[src/rtl/mac_mdc_package.sv]
// Shared types and constants for the mac_mdc engine: kernel adapter handshake
// structs, engine sequencer state encoding and default counter widths.
package mac_mdc_package;

    localparam int unsigned MAC_MDC_CNT_W  = 16;
    localparam int unsigned MAC_MDC_WDOG_W = 12;

    typedef struct packed {
        logic start;
    } ctrl_kernel_adapter_t;

    typedef struct packed {
        logic done;
        logic ready;
        logic idle;
    } flags_kernel_adapter_t;

    typedef enum logic [2:0] {
        ENG_IDLE,
        ENG_START,
        ENG_WAIT_RDY,
        ENG_WAIT_DONE,
        ENG_DRAIN,
        ENG_ERROR
    } mac_mdc_engine_state_t;

endpackage

[src/rtl/mac_mdc_watchdog.sv]
// Cycle watchdog: counts while enabled, restarts on clear, and flags the cycle
// that completes 2^WDOG_W-1 consecutive enabled cycles.
module mac_mdc_watchdog
    import mac_mdc_package::*;
#(
    parameter int unsigned WDOG_W = MAC_MDC_WDOG_W
) (
    input  logic clk_i,
    input  logic rst_ni,
    input  logic clear_i,
    input  logic enable_i,
    output logic expire_c
);

    // The count holds 0..TERM, so the cycle seeing TERM is the last tolerated one.
    localparam logic [WDOG_W-1:0] TERM = ~WDOG_W'(1);

    logic [WDOG_W-1:0] cnt_d, cnt_q;

    always_comb begin
        cnt_d = cnt_q;
        if (clear_i) begin
            cnt_d = '0;
        end else if (enable_i) begin
            cnt_d = cnt_q + WDOG_W'(1);
        end
    end

    always_ff @(posedge clk_i or negedge rst_ni) begin
        if (!rst_ni) begin
            cnt_q <= '0;
        end else begin
            cnt_q <= cnt_d;
        end
    end

    assign expire_c = enable_i && (cnt_q == TERM);

endmodule

[src/rtl/mac_mdc_engine_fsm.sv]
// Control-side sequencer of the mac_mdc kernel adapter: issues one kernel start
// per output element, counts completions against the job length, guards with a watchdog.
module mac_mdc_engine_fsm
    import mac_mdc_package::*;
#(
    parameter int unsigned CNT_W  = MAC_MDC_CNT_W,
    parameter int unsigned WDOG_W = MAC_MDC_WDOG_W
) (
    input  logic                  clk_i,
    input  logic                  rst_ni,
    input  logic                  clear_i,
    input  logic                  trigger_i,
    input  logic [CNT_W-1:0]      len_i,
    input  flags_kernel_adapter_t flags_i,
    output ctrl_kernel_adapter_t  ctrl_o,
    output logic                  busy_o,
    output logic                  done_o,
    output logic                  err_o,
    output logic [CNT_W-1:0]      cnt_o
);

    mac_mdc_engine_state_t state_d, state_q;
    logic [CNT_W-1:0]      len_d, len_q;
    logic [CNT_W-1:0]      cnt_d, cnt_q;
    logic [CNT_W-1:0]      cnt_inc;
    logic                  start_d, start_q;
    logic                  busy_d, busy_q;
    logic                  done_d, done_q;
    logic                  err_d, err_q;
    logic                  wd_en, wd_clr, wd_expire_c;

    // Watchdog enable comes from the current state only, keeping the expire path acyclic.
    assign wd_en  = (state_q == ENG_WAIT_RDY) || (state_q == ENG_WAIT_DONE) ||
                    (state_q == ENG_DRAIN);
    assign wd_clr = clear_i || (state_d != state_q) || flags_i.done;

    mac_mdc_watchdog #(
        .WDOG_W (WDOG_W)
    ) i_watchdog (
        .clk_i    (clk_i),
        .rst_ni   (rst_ni),
        .clear_i  (wd_clr),
        .enable_i (wd_en),
        .expire_c (wd_expire_c)
    );

    always_comb begin
        state_d = state_q;
        len_d   = len_q;
        cnt_d   = cnt_q;
        done_d  = 1'b0;
        err_d   = err_q;
        cnt_inc = cnt_q + CNT_W'(1);

        if (clear_i) begin
            state_d = ENG_IDLE;
            cnt_d   = '0;
            err_d   = 1'b0;
        end else begin
            case (state_q)
                ENG_IDLE: begin
                    if (trigger_i) begin
                        if (len_i != '0) begin
                            len_d   = len_i;
                            cnt_d   = '0;
                            state_d = ENG_START;
                        end else begin
                            done_d = 1'b1;
                        end
                    end
                end
                ENG_START: begin
                    state_d = ENG_WAIT_RDY;
                end
                ENG_WAIT_RDY: begin
                    // A done arriving together with ready completes the element directly.
                    if (flags_i.ready && flags_i.done) begin
                        cnt_d   = cnt_inc;
                        state_d = (cnt_inc == len_q) ? ENG_DRAIN : ENG_START;
                    end else if (flags_i.ready) begin
                        state_d = ENG_WAIT_DONE;
                    end else if (wd_expire_c && !flags_i.done) begin
                        state_d = ENG_ERROR;
                        err_d   = 1'b1;
                    end
                end
                ENG_WAIT_DONE: begin
                    if (flags_i.done) begin
                        cnt_d   = cnt_inc;
                        state_d = (cnt_inc == len_q) ? ENG_DRAIN : ENG_START;
                    end else if (wd_expire_c) begin
                        state_d = ENG_ERROR;
                        err_d   = 1'b1;
                    end
                end
                ENG_DRAIN: begin
                    if (flags_i.idle) begin
                        done_d  = 1'b1;
                        state_d = ENG_IDLE;
                    end else if (wd_expire_c && !flags_i.done) begin
                        state_d = ENG_ERROR;
                        err_d   = 1'b1;
                    end
                end
                ENG_ERROR: begin
                    state_d = ENG_ERROR;
                end
                default: begin
                    state_d = ENG_IDLE;
                end
            endcase
        end

        start_d = (state_d == ENG_START);
        busy_d  = (state_d == ENG_START) || (state_d == ENG_WAIT_RDY) ||
                  (state_d == ENG_WAIT_DONE) || (state_d == ENG_DRAIN);
    end

    always_ff @(posedge clk_i or negedge rst_ni) begin
        if (!rst_ni) begin
            state_q <= ENG_IDLE;
            len_q   <= '0;
            cnt_q   <= '0;
            start_q <= 1'b0;
            busy_q  <= 1'b0;
            done_q  <= 1'b0;
            err_q   <= 1'b0;
        end else begin
            state_q <= state_d;
            len_q   <= len_d;
            cnt_q   <= cnt_d;
            start_q <= start_d;
            busy_q  <= busy_d;
            done_q  <= done_d;
            err_q   <= err_d;
        end
    end

    assign ctrl_o.start = start_q;
    assign busy_o       = busy_q;
    assign done_o       = done_q;
    assign err_o        = err_q;
    assign cnt_o        = cnt_q;

endmodule

[config.mk]
export PLATFORM = sky130hd
export DESIGN_NAME = mac_mdc_engine_fsm
export DESIGN_NICKNAME = d
export VERILOG_FILES = /design/src/rtl/mac_mdc_package.sv /design/src/rtl/mac_mdc_watchdog.sv /design/src/rtl/mac_mdc_engine_fsm.sv
export SDC_FILE = /design/constraint.sdc
export NUM_CORES = 1
export LEC_CHECK = 0
export BUFFER_PORTS_ARGS = -buffer_cell sky130_fd_sc_hd__buf_2
export CORE_UTILIZATION = 46
export DETAILED_ROUTE_END_ITERATION = 8
export PLACE_DENSITY = 0.73
export SKIP_LAST_GASP = 1
export SYNTH_ARGS = -nofsm -noshare
export SYNTH_HDL_FRONTEND = slang
export SYNTH_SLANG_ARGS = --single-unit
[constraint.sdc]
create_clock -name clk_i -period 7 [get_ports clk_i]
set_input_delay 1.4 -clock clk_i [delete_from_list [all_inputs] [get_ports clk_i]]
set_output_delay 1.4 -clock clk_i [all_outputs]
set_load 0.1 [all_outputs]
==> metrics.yaml <==
run_status: "complete, no violations"
routabilityCongestion: 0.849
worst_r2r_setup_slack_ps: 3840
gr-max-usage-layer: "met2"
final_setup_violation_count: 0
total_power_uw: 686
stdcell_area_um2: 3570
clock_tree_from_tritoncts: "done"
viasPerCell: 5.68
wire_length_of_the_first_global_routing_pass_um: 12200
post_synth_instance_area_um2: 3230
synth-edff-count: 0
grt_util_met2_pct: 32.7
synth.yosys.seq_area_share_pct: 39.5
top_cell_type_s_share_of_synthesized_area_pct: 39.5
synth-async-reset-ratio_pct: 100
route.detailed.drc: 0
dp_hpwl_um: 5310
synth_cell_types: 60
post_synth_main_area_contributors: "dfrtp_1 39%, mux2_2 5.6%, xor2_1 4.9%"
finalClockSkew_ps: 10.9
drt-total-wl_um: 7260
finalNetCount: 394
worstSetupStartpoint: "len_i[9]"
cellLeakagePower_uw: 0.00156
worst_reg2reg_startpoint: "cnt_o[0]$_DFFE_PN0P_"
initial_core_util_pct: 47.6
clk-insertion-delay-late_ps: 320
global_route.overflow_total: 0
dr.first_iter.drc_count: 187
synth_largest_area_cell: "dfrtp_1"
timing.final.crit_period_ps: 3230
postRouteAntennaNets: 0
p_per_area_nw_per_um2: 192
clkTransAtPathRegs_ps: 110
synth.avg_cell_area_um2: 9.54
synth_fp_nets: 365
groute.layer.met1.usage_pct: 30.5
area_growth_from_synthesis_to_layout_pct: 10.4
drv_slew: 0
detail_route.wl_per_cell_um: 15.6
numCtsBuffers: 5
cp-start-kind: "input pin"
max-vdd-ir-drop_mv: 0.0941
timing.hold.worst.class: "reg2reg"
max-slew-margin-rel_pct: 33.0
clock.fmax_ghz: 0.310
io_pins: 43
ctsHtreeMaxLevel: 2
post_cts_setup_buffers: 0
port_buffers: 42
route.vias.total: 2641
placed_cell_area_um2: 3480
grt.met3_usage_pct: 2.79
report.final.hold_viol_count: 0
hold_path_depth: 2
r2r-end: "i_watchdog.cnt_q[1]$_DFFE_PN0P_"
critical_path_arrival_ps: 3440
num_antenna_cells: 0
design.die.area_um2: 7370
timing.final.crit_share_pct: 46.1
std_cell_rows: 30
worst-setup-path-type: "in2reg"
grt_max_degree: 52
synth-seq-cells: 51
timing.setup.tns_ps: 0
cts_hold_repair.buffers: 0
max_cap_viol_count: 0
final_layout_size_suffix_gt1_share_pct: 22.5
ys_dominant_reg_cell: "dfrtp_1"
clkSinkCount: 51
critical_path_capture_point: "cnt_o[6]$_DFFE_PN0P_"
dieHeight_um: 85.9
worst_r2r_path_depth: 9
drt_pre_antenna_iters: 4
grt_antenna_before_repair: 0
synth_instances: 339
final_core_util_pct: 52.6
via_count_of_the_first_global_routing_pass: 2515
clock-root-buffer: "clkbuf_8"
postCtsResizedCells: 0
track_usage_pct: 21.0
worst_setup_path_end_kind: "register"
critical_path.max_fanout: 16
ys_warn_count: 0
coreArea_um2: 6790
worst_pin_slew_ps: 1000
die_width_um: 85.9
cts.path.max_buffers: 2
crit_required_ps: 7210
rsz_0062_raised_after_global_routing: "false"
sequential cells by signal (all words and copies together) (netlist names):
register          flops
i_watchdog.cnt_q     12
busy_o                1
len_q                16
done_o                1
state_q               3
err_o                 1
ctrl_o                1
cnt_o                16
metrics by stage:
| step | setup slack, ps | instances | hold WS, ps |
|---|---|---|---|
| final | 3770 | 465 | 506 |
| after global routing | 3430 | 465 | 543 |
| after CTS | 3730 | 465 | 517 |
| after detailed placement | 3400 | 457 | 491 |
| after global placement | 3490 | 457 | 481 |
| after floorplan | 3730 | 339 | 492 |
how the worst min path moves through the flow:
| stage | from | endpoint |
|---|---|---|
| 2_1_floorplan | len_q[2]$_DFFE_PN0P_ | len_q[2]$_DFFE_PN0P_ |
| 3_3_place_gp | err_o$_DFFE_PN0P_ | err_o$_DFFE_PN0P_ |
| 3_5_place_dp | err_o$_DFFE_PN0P_ | err_o$_DFFE_PN0P_ |
| 4_1_cts | err_o$_DFFE_PN0P_ | err_o$_DFFE_PN0P_ |
| 5_1_grt | err_o$_DFFE_PN0P_ | err_o$_DFFE_PN0P_ |
| 6_report | err_o$_DFFE_PN0P_ | err_o$_DFFE_PN0P_ |
worst max-delay path: stages:
cell and delay (ps):
buf_2 100, nor4_1 390, nand4_1 200, nand3_1 170, o21ai_0 100, nor2_1 770, o21ai_0 200, o41ai_1 100
cell type report:
type                    count  area (um^2)
fillers                   595         3220
multi-input cells         261         1830
flip-flops and latches     51         1280
repair buffers             45          233
well taps                  96          120
clock buffers               5         68.8
clock inverters             3         27.5
inverters                   4         15.0
placed cells by master, fill, tap and decap left out, types with 7 or more instances in the layout:
cell / synthesis / final
a21oi_1: 11 / 11
and2_1: 7 / 7
buf_2: 4 / 42
dfrtp_1: 51 / 51
mux2_2: 16 / 16
nand2_1: 20 / 20
nand3_1: 13 / 13
nand4_1: 14 / 14
nor2_1: 30 / 30
nor2b_1: 7 / 7
nor4_1: 8 / 8
o21ai_0: 23 / 23
xnor2_1: 8 / 8
xor2_1: 18 / 18
power breakdown:
group	internal, uW	switching (uW)
combinational	67.4	76.1
sequential	321	32.0
clock	74.4	115
total	463	223
routing by layer:
metal / vias up / wire length, um
li1: 1311 / -
met1: 1243 / 3460
met2: 80 / 3300
met3: 7 / 433
met4: 0 / 66
met5: - / 0
logic make-up (layout without fill, tap and decap cells):
| family | Yosys count | after routing | share of synthesized area, % |
|---|---|---|---|
| xor gates and xnor gates | 29 | 29 | 9.13 |
| DFF | 51 | 51 | 39.5 |
| buffers and inverters | 27 | 57 | 3.91 |
| AOI/OAI and AO/OA | 73 | 73 | 15.3 |
| and+or+nand+nor | 137 | 137 | 24.6 |
| adders and majority gates | 3 | 3 | 1.16 |
| muxes | 19 | 19 | 6.50 |
Yosys cell counts (all sizes together), types with 4 or more instances:
| library cell | n |
|---|---|
| nor2b | 7 |
| and2 | 7 |
| o31ai | 4 |
| nand2 | 20 |
| and3 | 4 |
| nor3 | 4 |
| a21oi | 11 |
| o21ai | 24 |
| xor2 | 18 |
| nand3 | 14 |
| buf | 8 |
| a211oi | 5 |
| nor2 | 31 |
| nor4 | 9 |
| mux2 | 16 |
| nand2b | 4 |
| dfrtp | 51 |
| and4 | 6 |
| inv | 4 |
| nand4 | 15 |
| clkbuf | 15 |
| o211ai | 6 |
| xnor2 | 8 |
Power figures use the tool's default switching activity.
